===== src/rtl/noc_output_port_scheduler.sv =====
// Wormhole output-port scheduler: round-robin per-packet arbitration, credit-based flow control,
// registered link outputs. Optional statistics counters are enabled by defining SCHED_STATS_EN.
module noc_output_port_scheduler #(
  parameter int NUM_INPUTS   = 5,
  parameter int FLIT_WIDTH   = 128,
  parameter int DEST_WIDTH   = 6,
  parameter int CREDIT_DEPTH = 2
) (
  input  logic                             clk_noc,
  input  logic                             rst_n,
  input  logic [NUM_INPUTS-1:0]            req,
  input  logic [NUM_INPUTS-1:0]            req_tail,
  input  logic [NUM_INPUTS*FLIT_WIDTH-1:0] req_data,
  input  logic [NUM_INPUTS*DEST_WIDTH-1:0] req_dest,
  output logic [NUM_INPUTS-1:0]            grant,
  output logic [FLIT_WIDTH-1:0]            data_out,
  output logic [DEST_WIDTH-1:0]            dest_out,
  output logic                             is_tail_out,
  output logic                             send_out,
  input  logic                             credit_in,
  output logic                             locked,
  output logic                             credit_err
`ifdef SCHED_STATS_EN
  ,
  output logic [31:0]                      stat_flits,
  output logic [31:0]                      stat_stalls
`endif
);

  localparam int CW = $clog2(CREDIT_DEPTH + 1);
  localparam int IW = (NUM_INPUTS > 1) ? $clog2(NUM_INPUTS) : 1;
  localparam logic [CW-1:0] CRED_FULL = CW'(CREDIT_DEPTH);

  typedef enum logic [0:0] {
    ST_IDLE   = 1'b0,
    ST_LOCKED = 1'b1
  } state_t;

  state_t                state_q, state_d;
  logic [IW-1:0]         lock_idx_q, lock_idx_d;
  logic [IW-1:0]         rr_ptr_q, rr_ptr_d;
  logic [CW-1:0]         credits_q, credits_d;
  logic [FLIT_WIDTH-1:0] data_q, data_d;
  logic [DEST_WIDTH-1:0] dest_q, dest_d;
  logic                  tail_q, tail_d;
  logic                  send_q, send_d;
  logic                  cerr_q, cerr_d;

  logic                  can_send_s;
  logic                  gnt_valid_s;
  logic [IW-1:0]         gnt_idx_s;
  logic [FLIT_WIDTH-1:0] data_arr_s [NUM_INPUTS];
  logic [DEST_WIDTH-1:0] dest_arr_s [NUM_INPUTS];

  for (genvar gi = 0; gi < NUM_INPUTS; gi++) begin : g_unpack
    assign data_arr_s[gi] = req_data[gi*FLIT_WIDTH +: FLIT_WIDTH];
    assign dest_arr_s[gi] = req_dest[gi*DEST_WIDTH +: DEST_WIDTH];
  end

  assign can_send_s = (credits_q != {CW{1'b0}});

  // Arbitration: owner-only while locked, otherwise first requester at/after rr_ptr (mod N)
  always_comb begin
    logic [IW:0]   raw_s;
    logic [IW-1:0] cand_s;
    gnt_valid_s = 1'b0;
    gnt_idx_s   = {IW{1'b0}};
    raw_s       = {(IW+1){1'b0}};
    cand_s      = {IW{1'b0}};
    if (rst_n && can_send_s) begin
      if (state_q == ST_LOCKED) begin
        gnt_valid_s = req[lock_idx_q];
        gnt_idx_s   = lock_idx_q;
      end else begin
        // Scan offsets downward so the smallest offset is the last (winning) assignment
        for (int k = NUM_INPUTS - 1; k >= 0; k--) begin
          raw_s  = {1'b0, rr_ptr_q} + (IW+1)'(k);
          cand_s = (raw_s >= (IW+1)'(NUM_INPUTS)) ? IW'(raw_s - (IW+1)'(NUM_INPUTS)) : IW'(raw_s);
          if (req[cand_s]) begin
            gnt_valid_s = 1'b1;
            gnt_idx_s   = cand_s;
          end else begin
            gnt_valid_s = gnt_valid_s;
          end
        end
      end
    end else begin
      gnt_valid_s = 1'b0;
    end
  end

  assign grant = gnt_valid_s ? (NUM_INPUTS'(1'b1) << gnt_idx_s) : {NUM_INPUTS{1'b0}};

  // Next-state: packet lock, round-robin pointer, link registers and credit accounting
  always_comb begin
    state_d    = state_q;
    lock_idx_d = lock_idx_q;
    rr_ptr_d   = rr_ptr_q;
    data_d     = data_q;
    dest_d     = dest_q;
    tail_d     = tail_q;
    send_d     = 1'b0;
    credits_d  = credits_q;
    cerr_d     = cerr_q;
    if (gnt_valid_s) begin
      send_d = 1'b1;
      data_d = data_arr_s[gnt_idx_s];
      dest_d = dest_arr_s[gnt_idx_s];
      tail_d = req_tail[gnt_idx_s];
      if (req_tail[gnt_idx_s]) begin
        state_d  = ST_IDLE;
        rr_ptr_d = (gnt_idx_s == IW'(NUM_INPUTS - 1)) ? {IW{1'b0}} : gnt_idx_s + IW'(1);
      end else begin
        state_d    = ST_LOCKED;
        lock_idx_d = gnt_idx_s;
      end
    end else begin
      send_d = 1'b0;
    end
    case ({gnt_valid_s, credit_in})
      2'b10: credits_d = credits_q - CW'(1);
      2'b01: begin
        if (credits_q == CRED_FULL) begin
          cerr_d = 1'b1;
        end else begin
          credits_d = credits_q + CW'(1);
        end
      end
      default: credits_d = credits_q;
    endcase
  end

  // State and link registers with synchronous active-low reset
  always_ff @(posedge clk_noc) begin
    if (!rst_n) begin
      state_q    <= ST_IDLE;
      lock_idx_q <= {IW{1'b0}};
      rr_ptr_q   <= {IW{1'b0}};
      credits_q  <= CRED_FULL;
      data_q     <= {FLIT_WIDTH{1'b0}};
      dest_q     <= {DEST_WIDTH{1'b0}};
      tail_q     <= 1'b0;
      send_q     <= 1'b0;
      cerr_q     <= 1'b0;
    end else begin
      state_q    <= state_d;
      lock_idx_q <= lock_idx_d;
      rr_ptr_q   <= rr_ptr_d;
      credits_q  <= credits_d;
      data_q     <= data_d;
      dest_q     <= dest_d;
      tail_q     <= tail_d;
      send_q     <= send_d;
      cerr_q     <= cerr_d;
    end
  end

  assign data_out    = data_q;
  assign dest_out    = dest_q;
  assign is_tail_out = tail_q;
  assign send_out    = send_q;
  assign locked      = (state_q == ST_LOCKED);
  assign credit_err  = cerr_q;

`ifdef SCHED_STATS_EN
  logic [31:0] stat_flits_q, stat_flits_d;
  logic [31:0] stat_stalls_q, stat_stalls_d;

  // Statistics next-state: granted flits and cycles blocked only by missing credit
  always_comb begin
    stat_flits_d  = stat_flits_q;
    stat_stalls_d = stat_stalls_q;
    if (gnt_valid_s) begin
      stat_flits_d = stat_flits_q + 32'd1;
    end else begin
      stat_flits_d = stat_flits_q;
    end
    if ((|req) && !can_send_s) begin
      stat_stalls_d = stat_stalls_q + 32'd1;
    end else begin
      stat_stalls_d = stat_stalls_q;
    end
  end

  // Statistics registers, wrapping naturally at 2^32
  always_ff @(posedge clk_noc) begin
    if (!rst_n) begin
      stat_flits_q  <= 32'd0;
      stat_stalls_q <= 32'd0;
    end else begin
      stat_flits_q  <= stat_flits_d;
      stat_stalls_q <= stat_stalls_d;
    end
  end

  assign stat_flits  = stat_flits_q;
  assign stat_stalls = stat_stalls_q;
`endif

endmodule


===== config.mk =====
export PLATFORM = sky130hd
export DESIGN_NAME = noc_output_port_scheduler
export DESIGN_NICKNAME = d
export VERILOG_FILES = /design/src/rtl/noc_output_port_scheduler.sv
export SDC_FILE = /design/constraint.sdc
export NUM_CORES = 1
export LEC_CHECK = 0
export ABC_AREA = 1
export BUFFER_PORTS_ARGS = -buffer_cell sky130_fd_sc_hd__clkbuf_2
export CORE_AREA = 2 2 326 328
export CTS_BUF_LIST = sky130_fd_sc_hd__clkbuf_2
export DETAILED_ROUTE_END_ITERATION = 12
export DIE_AREA = 0 0 328 330
export PLACE_DENSITY = 0.43
export RECOVER_POWER = 25
export SLEW_MARGIN = 20
export SYNTH_ARGS = -nofsm -noshare
export SYNTH_HDL_FRONTEND = slang
export SYNTH_SLANG_ARGS = --single-unit

===== constraint.sdc =====
create_clock -name clk_noc -period 4 [get_ports clk_noc]
set_input_delay 0.2 -clock clk_noc [delete_from_list [all_inputs] [get_ports clk_noc]]
set_output_delay 0.2 -clock clk_noc [all_outputs]
set_load 0.01 [all_outputs]

==> run_summary.xml, run 1 <==
<?xml version="1.0" encoding="UTF-8"?>
<metrics>
  <group name="placed_design">
    <metric name="place_inst" unit="">4712</metric>
    <metric name="io_buffers" unit="">825</metric>
    <metric name="gpl.final_weighted_congestion" unit="">0.893</metric>
    <metric name="hpwl" unit="mm">66.6</metric>
    <metric name="dp_worst_setup_slack" unit="ps">123</metric>
  </group>
  <group name="yosys">
    <metric name="ys_ff_latch" unit="">146</metric>
    <metric name="syn-cell-area" unit="µm²">13200</metric>
    <metric name="netlist_instances" unit="">2561</metric>
    <metric name="avgSynthCellArea" unit="µm²">5.14</metric>
    <metric name="ys.flop_type" unit="">sky130_fd_sc_hd__dfxtp_1</metric>
    <metric name="ys_seq_area_share" unit="%">22.2</metric>
    <metric name="syn-num-nets" unit="">3255</metric>
    <metric name="synth_cell_types" unit="">36</metric>
    <metric name="synth-edff-count" unit="">0</metric>
    <metric name="synth-async-reset-ratio" unit="%">0</metric>
    <metric name="synthesis.yosys.warnings" unit="">0</metric>
  </group>
  <group name="outcome">
    <metric name="outcome" unit="">aborted with a tool error</metric>
    <metric name="run.stop_error" unit="">[ERROR RSZ-0060] Max buffer count reached.</metric>
    <metric name="stop_stage" unit="">clock tree synthesis (4_1_cts)</metric>
  </group>
  <group name="floorplanning">
    <metric name="die_height" unit="µm">330</metric>
    <metric name="io_pins" unit="">826</metric>
    <metric name="die_width" unit="µm">328</metric>
    <metric name="floorplan.rows" unit="">119</metric>
    <metric name="start_util" unit="%">12.6</metric>
  </group>
  <group name="clock_network">
    <metric name="cts_inserted_buffers" unit="">17</metric>
    <metric name="cts_setup_buffers" unit="">36</metric>
    <metric name="clock-root-buffer" unit="">sky130_fd_sc_hd__clkbuf_2</metric>
    <metric name="ctsHtreeMaxLevel" unit="">4</metric>
    <metric name="cts_num_sinks" unit="">146</metric>
    <metric name="post_cts.resized_instances" unit="">68</metric>
    <metric name="clock_path_buffers" unit="">2</metric>
    <metric name="holdBufCountCts" unit="">957</metric>
  </group>
</metrics>
Yosys cell counts (2+ instances only):
master / instances / area (µm²)
sky130_fd_sc_hd__nand2_4: 2 / 22.5
sky130_fd_sc_hd__o21ai_0: 135 / 676
sky130_fd_sc_hd__o211ai_1: 2 / 15.0
sky130_fd_sc_hd__ha_1: 10 / 125
sky130_fd_sc_hd__nor3_1: 4 / 20.0
sky130_fd_sc_hd__nand4_1: 13 / 81.3
sky130_fd_sc_hd__inv_4: 2 / 12.5
sky130_fd_sc_hd__nand3_1: 366 / 1830
sky130_fd_sc_hd__inv_2: 9 / 33.8
sky130_fd_sc_hd__buf_4: 25 / 188
sky130_fd_sc_hd__nor2_1: 352 / 1320
sky130_fd_sc_hd__buf_2: 76 / 380
sky130_fd_sc_hd__buf_6: 5 / 56.3
sky130_fd_sc_hd__buf_1: 12 / 45.0
sky130_fd_sc_hd__nand2_1: 940 / 3530
sky130_fd_sc_hd__dfxtp_1: 146 / 2920
sky130_fd_sc_hd__inv_1: 353 / 1330
sky130_fd_sc_hd__clkbuf_1: 42 / 158
sky130_fd_sc_hd__nor2_4: 3 / 33.8
sky130_fd_sc_hd__a21oi_1: 37 / 185
sky130_fd_sc_hd__o21ai_1: 10 / 50.1
sky130_fd_sc_hd__nand3_2: 3 / 30.0
metrics by stage:
| step | util [%] | area [µm²] |
|---|---|---|
| floorplan | - | 13200 |
| detailed placement | 18.4 | 19300 |
| global placement | 18.4 | 19300 |
kinds of logic after synthesis:
group	share of synthesized area, %
AND/OR/NAND/NOR	52.6
adder cells (fa/ha/maj)	1.10
buffers and inverters	16.7
AO/OA/AOI/OAI	7.37
flip-flops	22.2
==> run 2: changes to the inputs <==
- CORE_AREA: 2 2 326 328 -> 2 2 319 321
- CTS_BUF_LIST: sky130_fd_sc_hd__clkbuf_2 -> default
- DIE_AREA: 0 0 328 330 -> 0 0 321 323
- PLACE_DENSITY: 0.43 -> default
- PLACE_DENSITY_LB_ADDON: default -> 0.15
==> run_summary.xml, run 2 <==
<?xml version="1.0" encoding="UTF-8"?>
<metrics>
  <group name="worst_setup_path">
    <metric name="timing.critical_path.slowest_cell_delay" unit="ps">400</metric>
    <metric name="worst_setup_path_start_kind" unit="">flop</metric>
    <metric name="most_prevalent_standard_cell_on_the_critical_path" unit="">sky130_fd_sc_hd__nand2_1</metric>
    <metric name="worst-endpoint-required" unit="ps">4450</metric>
    <metric name="slowest_stage" unit="">sky130_fd_sc_hd__fa_1</metric>
    <metric name="crit_buf_inv" unit="">6</metric>
    <metric name="critical_path_class" unit="">flop to flop</metric>
    <metric name="path_cells" unit="">inv_2 -&gt; ha_1 -&gt; inv_1 -&gt; fa_1 -&gt; inv_1 -&gt; nand2_2 -&gt; o21ai_2 -&gt; nand3_1 -&gt; or2_1 -&gt; a21oi_1 -&gt; nor2_1 -&gt; nand2_1 -&gt; nand2_1 -&gt; nand2_1 -&gt; nand2_1 -&gt; nand2_4 -&gt; buf_4 -&gt; nand2_1 -&gt; inv_6 -&gt; nand2_1 -&gt; o21ai_0 -&gt; buf_4 -&gt; nor2_1 -&gt; nor2_1</metric>
    <metric name="cp_max_fo" unit="">19</metric>
    <metric name="worstPathArrival" unit="ps">4170</metric>
    <metric name="worstSetupEndpointType" unit="">flop</metric>
    <metric name="cp_top_family" unit="">simple AND/OR/NAND/NOR gates</metric>
  </group>
  <group name="yosys">
    <metric name="ys_seq_area_share" unit="%">22.2</metric>
    <metric name="avgSynthCellArea" unit="µm²">5.14</metric>
    <metric name="synthesis.yosys.warnings" unit="">0</metric>
    <metric name="syn-cell-area" unit="µm²">13200</metric>
    <metric name="yosysMostFrequentCell" unit="">sky130_fd_sc_hd__nand2_1</metric>
    <metric name="synth-async-reset-ratio" unit="%">0</metric>
    <metric name="top_area_cells_in_the_synthesized_netlist" unit="">sky130_fd_sc_hd__nand2_1 27%, sky130_fd_sc_hd__dfxtp_1 22%, sky130_fd_sc_hd__nand3_1 14%</metric>
    <metric name="syn-num-nets" unit="">3255</metric>
    <metric name="netlist_instances" unit="">2561</metric>
    <metric name="ys_ff_latch" unit="">146</metric>
    <metric name="ys.flop_type" unit="">sky130_fd_sc_hd__dfxtp_1</metric>
    <metric name="netlist.area_leader.share" unit="%">26.8</metric>
    <metric name="synth_top_cells_by_count" unit="">940 x sky130_fd_sc_hd__nand2_1, 366 x sky130_fd_sc_hd__nand3_1, 353 x sky130_fd_sc_hd__inv_1, 352 x sky130_fd_sc_hd__nor2_1, 146 x sky130_fd_sc_hd__dfxtp_1</metric>
    <metric name="synth_cell_types" unit="">36</metric>
    <metric name="yosys.area.top_type" unit="">sky130_fd_sc_hd__nand2_1</metric>
    <metric name="synth-edff-count" unit="">0</metric>
  </group>
  <group name="clock_network">
    <metric name="cts_tree" unit="">done</metric>
    <metric name="clock_path_buffers" unit="">2</metric>
    <metric name="cts_inserted_buffers" unit="">17</metric>
    <metric name="ctsHtreeMaxLevel" unit="">4</metric>
    <metric name="clock_slew_at_the_register_clock_pins_of_the_worst_setup_and_hold_paths" unit="ps">70</metric>
    <metric name="cts_num_sinks" unit="">146</metric>
    <metric name="clk_latency" unit="ps">520</metric>
    <metric name="clock-root-buffer" unit="">sky130_fd_sc_hd__clkbuf_16</metric>
  </group>
  <group name="worst_hold_path">
    <metric name="hp-class" unit="">input pin to flop</metric>
  </group>
  <group name="layout">
    <metric name="layout.cell_area.non_filler" unit="µm²">19900</metric>
    <metric name="layout_commonest_cell" unit="">sky130_fd_sc_hd__nand2_1</metric>
    <metric name="most-common-layout-cells" unit="">934 x sky130_fd_sc_hd__nand2_1, 749 x sky130_fd_sc_hd__clkbuf_2, 365 x sky130_fd_sc_hd__nand3_1, 350 x sky130_fd_sc_hd__nor2_1, 350 x sky130_fd_sc_hd__inv_1</metric>
    <metric name="fillCellCount" unit="">12072</metric>
    <metric name="largest_register_ff_count" unit="">128</metric>
    <metric name="design.final.nets" unit="">4029</metric>
    <metric name="stdcell_count" unit="">4666</metric>
    <metric name="drive_gt1_share" unit="%">27.4</metric>
    <metric name="layout.core_utilization" unit="%">19.7</metric>
    <metric name="area.growth.synth_to_final" unit="%">50.7</metric>
  </group>
  <group name="routing">
    <metric name="drt_wl_total" unit="mm">86.2</metric>
    <metric name="met2_wirelength" unit="mm">41.8</metric>
    <metric name="drcViolationCount" unit="">0</metric>
    <metric name="top_layer" unit="">met5</metric>
    <metric name="detail_route.wl_per_cell" unit="µm">18.5</metric>
    <metric name="drt-met1-wl" unit="mm">36.6</metric>
    <metric name="vias" unit="">18402</metric>
    <metric name="routed_via_density" unit="">3.94</metric>
    <metric name="drtAntennaViolNets" unit="">0</metric>
    <metric name="met3WireLength" unit="mm">6.03</metric>
    <metric name="initialDrtViolationCount" unit="">863</metric>
    <metric name="dr.pass1.iters" unit="">5</metric>
  </group>
  <group name="sta">
    <metric name="setup_skew_after_layout" unit="ps">11.3</metric>
    <metric name="hold_viol" unit="">0</metric>
    <metric name="period_minus_slack" unit="ps">3730</metric>
    <metric name="finalSetupViolations" unit="">0</metric>
    <metric name="share_of_the_cycle_needed_by_the_critical_path_after_routing" unit="%">93.2</metric>
    <metric name="relSlewSlack" unit="%">37.5</metric>
    <metric name="report.final.slew_viol_count" unit="">0</metric>
    <metric name="rsz0062_at_grt" unit="">true</metric>
    <metric name="clock.fmax" unit="GHz">0.268</metric>
    <metric name="timing_worst_slew_pin_value" unit="ps">937</metric>
    <metric name="layout_setup_ws" unit="ps">271</metric>
  </group>
  <group name="global_route">
    <metric name="number_of_global_route_vias_before_repair" unit="">18175</metric>
    <metric name="grt_antenna_before_repair" unit="">17</metric>
    <metric name="grtUsageTotal" unit="%">16.0</metric>
    <metric name="grt_overflow_total" unit="">0</metric>
    <metric name="first_pass_grt_wire_length" unit="mm">121</metric>
    <metric name="largest_net_degree_at_the_start_of_global_routing" unit="">77</metric>
  </group>
  <group name="placed_design">
    <metric name="gpl.final_weighted_congestion" unit="">0.861</metric>
    <metric name="hpwl" unit="mm">68.6</metric>
    <metric name="io_buffers" unit="">825</metric>
    <metric name="place_inst" unit="">4607</metric>
    <metric name="dp_worst_setup_slack" unit="ps">221</metric>
    <metric name="postPlaceCellArea" unit="µm²">19000</metric>
  </group>
  <group name="power">
    <metric name="leakagePower" unit="nW">11.6</metric>
    <metric name="ir_drop" unit="V">0.000357</metric>
    <metric name="power_spent_charging_and_discharging_nets" unit="mW">12.0</metric>
    <metric name="clockPowerShare" unit="%">9.3</metric>
    <metric name="share_of_total_power_in_sequential_cells" unit="%">12.4</metric>
    <metric name="swShare" unit="%">58.2</metric>
    <metric name="internal-power" unit="mW">8.65</metric>
    <metric name="share_comb_of_total_power" unit="%">78.3</metric>
    <metric name="power.density" unit="nW/µm²">1040</metric>
  </group>
  <group name="floorplanning">
    <metric name="start_util" unit="%">13.1</metric>
    <metric name="floorplan.rows" unit="">117</metric>
    <metric name="placeableCoreArea" unit="µm²">101000</metric>
    <metric name="die_width" unit="µm">321</metric>
    <metric name="die_height" unit="µm">323</metric>
    <metric name="io_pins" unit="">826</metric>
    <metric name="total_die_area" unit="µm²">104000</metric>
  </group>
  <group name="outcome">
    <metric name="outcome" unit="">complete, no violations</metric>
  </group>
  <group name="run">
    <metric name="drv.max_cap_violation_count" unit="">0</metric>
  </group>
</metrics>
[run 2: final cells by class]
| class | count | area, µm² | area share, % |
|---|---|---|---|
| inverter | 365 | 1390 | 6.98 |
| clock inverter | 8 | 150 | 0.756 |
| antenna | 10 | 25.0 | 0.126 |
| tap | 1309 | 1640 | 8.25 |
| multi-input combinational | 1891 | 8140 | 41.0 |
| sequential | 146 | 2930 | 14.7 |
| clock buffer | 23 | 478 | 2.41 |
| timing repair buffer | 914 | 5110 | 25.7 |
[run 2: per-layer routing]
layer  global-route usage [%]  vias to the layer above
li1                         -                     9371
met1                     19.3                     8355
met2                     27.2                      594
met3                     4.79                       74
met4                     4.84                        8
met5                        0                        -
[run 2: logic make-up (layout without fill, tap and decap cells)]
group           after synthesis  count (layout)  share of synthesized area, %
flops                       146             146                          22.2
other cells                   0              10                             0
fa+ha+maj                    11              11                          1.10
buf+inv                     525            1310                          16.7
compound gates              190             190                          7.37
simple gates               1689            1690                          52.6
[run 2: final timing paths]
path | start | endpoint | slack (ps) | depth (start not counted)
hold / removal | req_dest[8] | dest_out[2] | 60 | 5
hold reg to reg | credit_err | credit_err | 470 | 1
setup / recovery | rr_ptr_q[0] | data_out[75] | 270 | 24
setup reg to reg | rr_ptr_q[0] | data_out[75] | 270 | 24
[run 2: through the flow]
step	hold WS, ps	power [mW]	setup TNS [ps]
after floorplan	455	12.3	0
after global placement	462	18.9	0
after detailed placement	460	18.7	0
after CTS	5.36	21.1	0
after global routing	57.9	22.9	-19.4
final	60.5	20.7	0
[run 2: tightest hold or removal path, delay by kind of cell]
kind	cells	cell delay, ps
buffers and inverters	1	80
AOI/OAI and AO/OA	1	60
and+or+nand+nor	3	190
[run 2: repair_timing]
item,CTS,global route
hold buffers,1,0
endpoints found under the hold margin,1,0
gates cloned,3,0
pin swaps,2,3
buffers inserted,6,8
gates resized for setup,8,27
endpoints found under the setup margin,5,107
[run 2: power by group through the flow]
stage / Clock [mW] / Sequential (mW) / Combinational [mW]
after global routing: 2.06 / 2.66 / 18.2
after global placement: 0 / 2.61 / 16.3
after CTS: 2.04 / 2.58 / 16.4
after floorplan: 0 / 2.80 / 9.54
after detailed placement: 0 / 2.60 / 16.1
final: 1.93 / 2.57 / 16.2
No activity file was read; power rests on OpenSTA's default activity.
==> run 3: changes to the inputs <==
--- a/constraint.sdc
+++ b/constraint.sdc
@@ -3,2 +3,2 @@
 set_output_delay 0.2 -clock clk_noc [all_outputs]
-set_load 0.01 [all_outputs]
+set_load 0.1 [all_outputs]
==> run_summary.xml, run 3 (synthesis results as in run 2) <==
<?xml version="1.0" encoding="UTF-8"?>
<metrics>
  <group name="outcome">
    <metric name="outcome" unit="">complete, no violations</metric>
  </group>
  <group name="global_route">
    <metric name="grt_overflow_total" unit="">0</metric>
    <metric name="grtUsageTotal" unit="%">16.3</metric>
    <metric name="first_pass_grt_wire_length" unit="mm">122</metric>
    <metric name="grt_antenna_before_repair" unit="">21</metric>
    <metric name="number_of_global_route_vias_before_repair" unit="">18046</metric>
    <metric name="largest_net_degree_at_the_start_of_global_routing" unit="">77</metric>
  </group>
  <group name="sta">
    <metric name="rsz0062_at_grt" unit="">true</metric>
    <metric name="relSlewSlack" unit="%">13.4</metric>
    <metric name="finalSetupTns" unit="ps">0</metric>
    <metric name="layout_setup_ws" unit="ps">245</metric>
    <metric name="setup_skew_after_layout" unit="ps">17.7</metric>
    <metric name="timing_worst_slew_pin_value" unit="ps">1300</metric>
    <metric name="clock.fmax" unit="GHz">0.266</metric>
    <metric name="period_minus_slack" unit="ps">3750</metric>
    <metric name="finalSetupViolations" unit="">0</metric>
    <metric name="whs" unit="ps">71.5</metric>
    <metric name="hold_viol" unit="">0</metric>
    <metric name="report.final.slew_viol_count" unit="">0</metric>
    <metric name="share_of_the_cycle_needed_by_the_critical_path_after_routing" unit="%">93.9</metric>
  </group>
  <group name="worst_hold_path">
    <metric name="hp-class" unit="">input pin to flop</metric>
    <metric name="hold-path-cell-count" unit="">5</metric>
  </group>
  <group name="worst_setup_path">
    <metric name="worstReg2RegStart" unit="">rr_ptr_q[1]</metric>
    <metric name="worstSetupStartpoint" unit="">rr_ptr_q[1]</metric>
    <metric name="cp_max_fo" unit="">16</metric>
    <metric name="critical_path_class" unit="">flop to output port</metric>
    <metric name="cp_top_family" unit="">simple AND/OR/NAND/NOR gates</metric>
    <metric name="slowest_stage" unit="">sky130_fd_sc_hd__dfxtp_4</metric>
    <metric name="ff2ff_path_depth" unit="">27</metric>
    <metric name="worstSetupEndpointType" unit="">output port</metric>
    <metric name="worstPathArrival" unit="ps">3550</metric>
    <metric name="timing.critical_path.depth" unit="">22</metric>
    <metric name="worst-endpoint-required" unit="ps">3800</metric>
    <metric name="critical_path.endpoint" unit="">grant[3]</metric>
    <metric name="worst_setup_path_start_kind" unit="">flop</metric>
    <metric name="crit_buf_inv" unit="">8</metric>
    <metric name="worst-r2r-setup-slack" unit="ps">300</metric>
    <metric name="timing.critical_path.slowest_cell_delay" unit="ps">370</metric>
    <metric name="path_cells" unit="">clkinvlp_4 -&gt; ha_4 -&gt; inv_1 -&gt; nand2_1 -&gt; nand2_1 -&gt; inv_1 -&gt; a21oi_1 -&gt; nand4_1 -&gt; nand2_2 -&gt; inv_2 -&gt; o21ai_1 -&gt; inv_1 -&gt; nand2_1 -&gt; nand2_1 -&gt; nand2_2 -&gt; nand2_8 -&gt; nor2_4 -&gt; buf_12 -&gt; ha_1 -&gt; inv_1 -&gt; nor2_2 -&gt; buf_12</metric>
    <metric name="r2r_end" unit="">data_out[87]</metric>
  </group>
  <group name="run">
    <metric name="drv.max_cap_violation_count" unit="">0</metric>
  </group>
  <group name="routing">
    <metric name="dr.pass1.iters" unit="">5</metric>
    <metric name="vias" unit="">18308</metric>
    <metric name="drt_wl_total" unit="mm">88.4</metric>
    <metric name="detail_route.wl_per_cell" unit="µm">19.0</metric>
    <metric name="drcViolationCount" unit="">0</metric>
    <metric name="routed_via_density" unit="">3.92</metric>
    <metric name="drtAntennaViolNets" unit="">0</metric>
    <metric name="initialDrtViolationCount" unit="">919</metric>
  </group>
  <group name="clock_network">
    <metric name="clk_latency" unit="ps">510</metric>
    <metric name="ctsHtreeMaxLevel" unit="">4</metric>
    <metric name="holdBufCountCts" unit="">0</metric>
    <metric name="cts_inserted_buffers" unit="">17</metric>
    <metric name="cts_tree" unit="">done</metric>
    <metric name="cts_num_sinks" unit="">146</metric>
    <metric name="clock_path_buffers" unit="">2</metric>
    <metric name="clock-root-buffer" unit="">sky130_fd_sc_hd__clkbuf_16</metric>
    <metric name="clock_slew_at_the_register_clock_pins_of_the_worst_setup_and_hold_paths" unit="ps">70</metric>
  </group>
  <group name="placed_design">
    <metric name="postPlaceCellArea" unit="µm²">19000</metric>
    <metric name="dp_worst_setup_slack" unit="ps">167</metric>
    <metric name="io_buffers" unit="">825</metric>
    <metric name="hpwl" unit="mm">68.9</metric>
    <metric name="gpl.final_weighted_congestion" unit="">0.844</metric>
  </group>
  <group name="floorplanning">
    <metric name="io_pins" unit="">826</metric>
    <metric name="start_util" unit="%">13.1</metric>
    <metric name="floorplan.rows" unit="">117</metric>
    <metric name="total_die_area" unit="µm²">104000</metric>
    <metric name="die_height" unit="µm">323</metric>
    <metric name="die_width" unit="µm">321</metric>
    <metric name="placeableCoreArea" unit="µm²">101000</metric>
  </group>
  <group name="layout">
    <metric name="layout_commonest_cell" unit="">sky130_fd_sc_hd__nand2_1</metric>
    <metric name="layout.cell_area.non_filler" unit="µm²">20100</metric>
    <metric name="multiInputGateArea" unit="µm²">8240</metric>
    <metric name="most-common-layout-cells" unit="">926 x sky130_fd_sc_hd__nand2_1, 748 x sky130_fd_sc_hd__clkbuf_2, 364 x sky130_fd_sc_hd__nand3_1, 349 x sky130_fd_sc_hd__inv_1, 347 x sky130_fd_sc_hd__nor2_1</metric>
    <metric name="design.final.nets" unit="">4028</metric>
    <metric name="drive_gt1_share" unit="%">28.1</metric>
    <metric name="regArea" unit="µm²">2930</metric>
    <metric name="largest_register_ff_count" unit="">128</metric>
    <metric name="area.growth.synth_to_final" unit="%">52.7</metric>
    <metric name="fillCellCount" unit="">12108</metric>
  </group>
</metrics>
run 3: layout make-up:
cell class	instances	share of cell area, %
Antenna cell	9	0.112
Inverter	365	6.92
Timing Repair Buffer	914	26.1
Sequential cell	146	14.6
Multi-Input combinational cell	1890	41.0
Tap cell	1309	8.14
Clock buffer	21	2.34
Clock inverter	11	0.877
run 3: per-layer routing:
layer,part of all wire (%),GRT usage (%)
met2,48,27.2
met4,2.2,5.55
met3,6.6,4.85
met1,43,19.8
met5,0.14,0
run 3: metrics by stage:
step | utilization (%) | std cells
2_1_floorplan | - | 2561
3_3_place_gp | 18.9 | 4600
3_5_place_dp | 18.9 | 4600
4_1_cts | 19.8 | 4646
5_1_grt | 20.0 | 4663
6_report | 20.0 | 4665
run 3: how the worst min path moves through the flow:
stage,startpoint,to,slack [ps]
after floorplan,credits_q[0],credits_q[0],460
after global placement,credit_err,credit_err,450
after detailed placement,credit_err,credit_err,460
after CTS,req_data[243],data_out[115],4
after global routing,req_data[162],data_out[34],60
final,req_data[243],data_out[115],70
run 3: timing repair:
action,4_1_cts,5_1_grt
endpoints found under the hold margin,0,0
endpoints found under the setup margin,5,102
buffers inserted,11,9
pin swaps,3,11
cloned,3,1
resized for setup,13,47
run 3: worst min-delay path, cell delays in order:
cell                       delay [ps]
sky130_fd_sc_hd__clkbuf_2          80
sky130_fd_sc_hd__nand2_1           50
sky130_fd_sc_hd__a21oi_1           60
sky130_fd_sc_hd__nor2_1            90
sky130_fd_sc_hd__nor2_1            40
Power of run 3 is left out: the tool's default activity adds up to more than one toggle a clock period on the data nets, which glitch-free logic cannot reach.
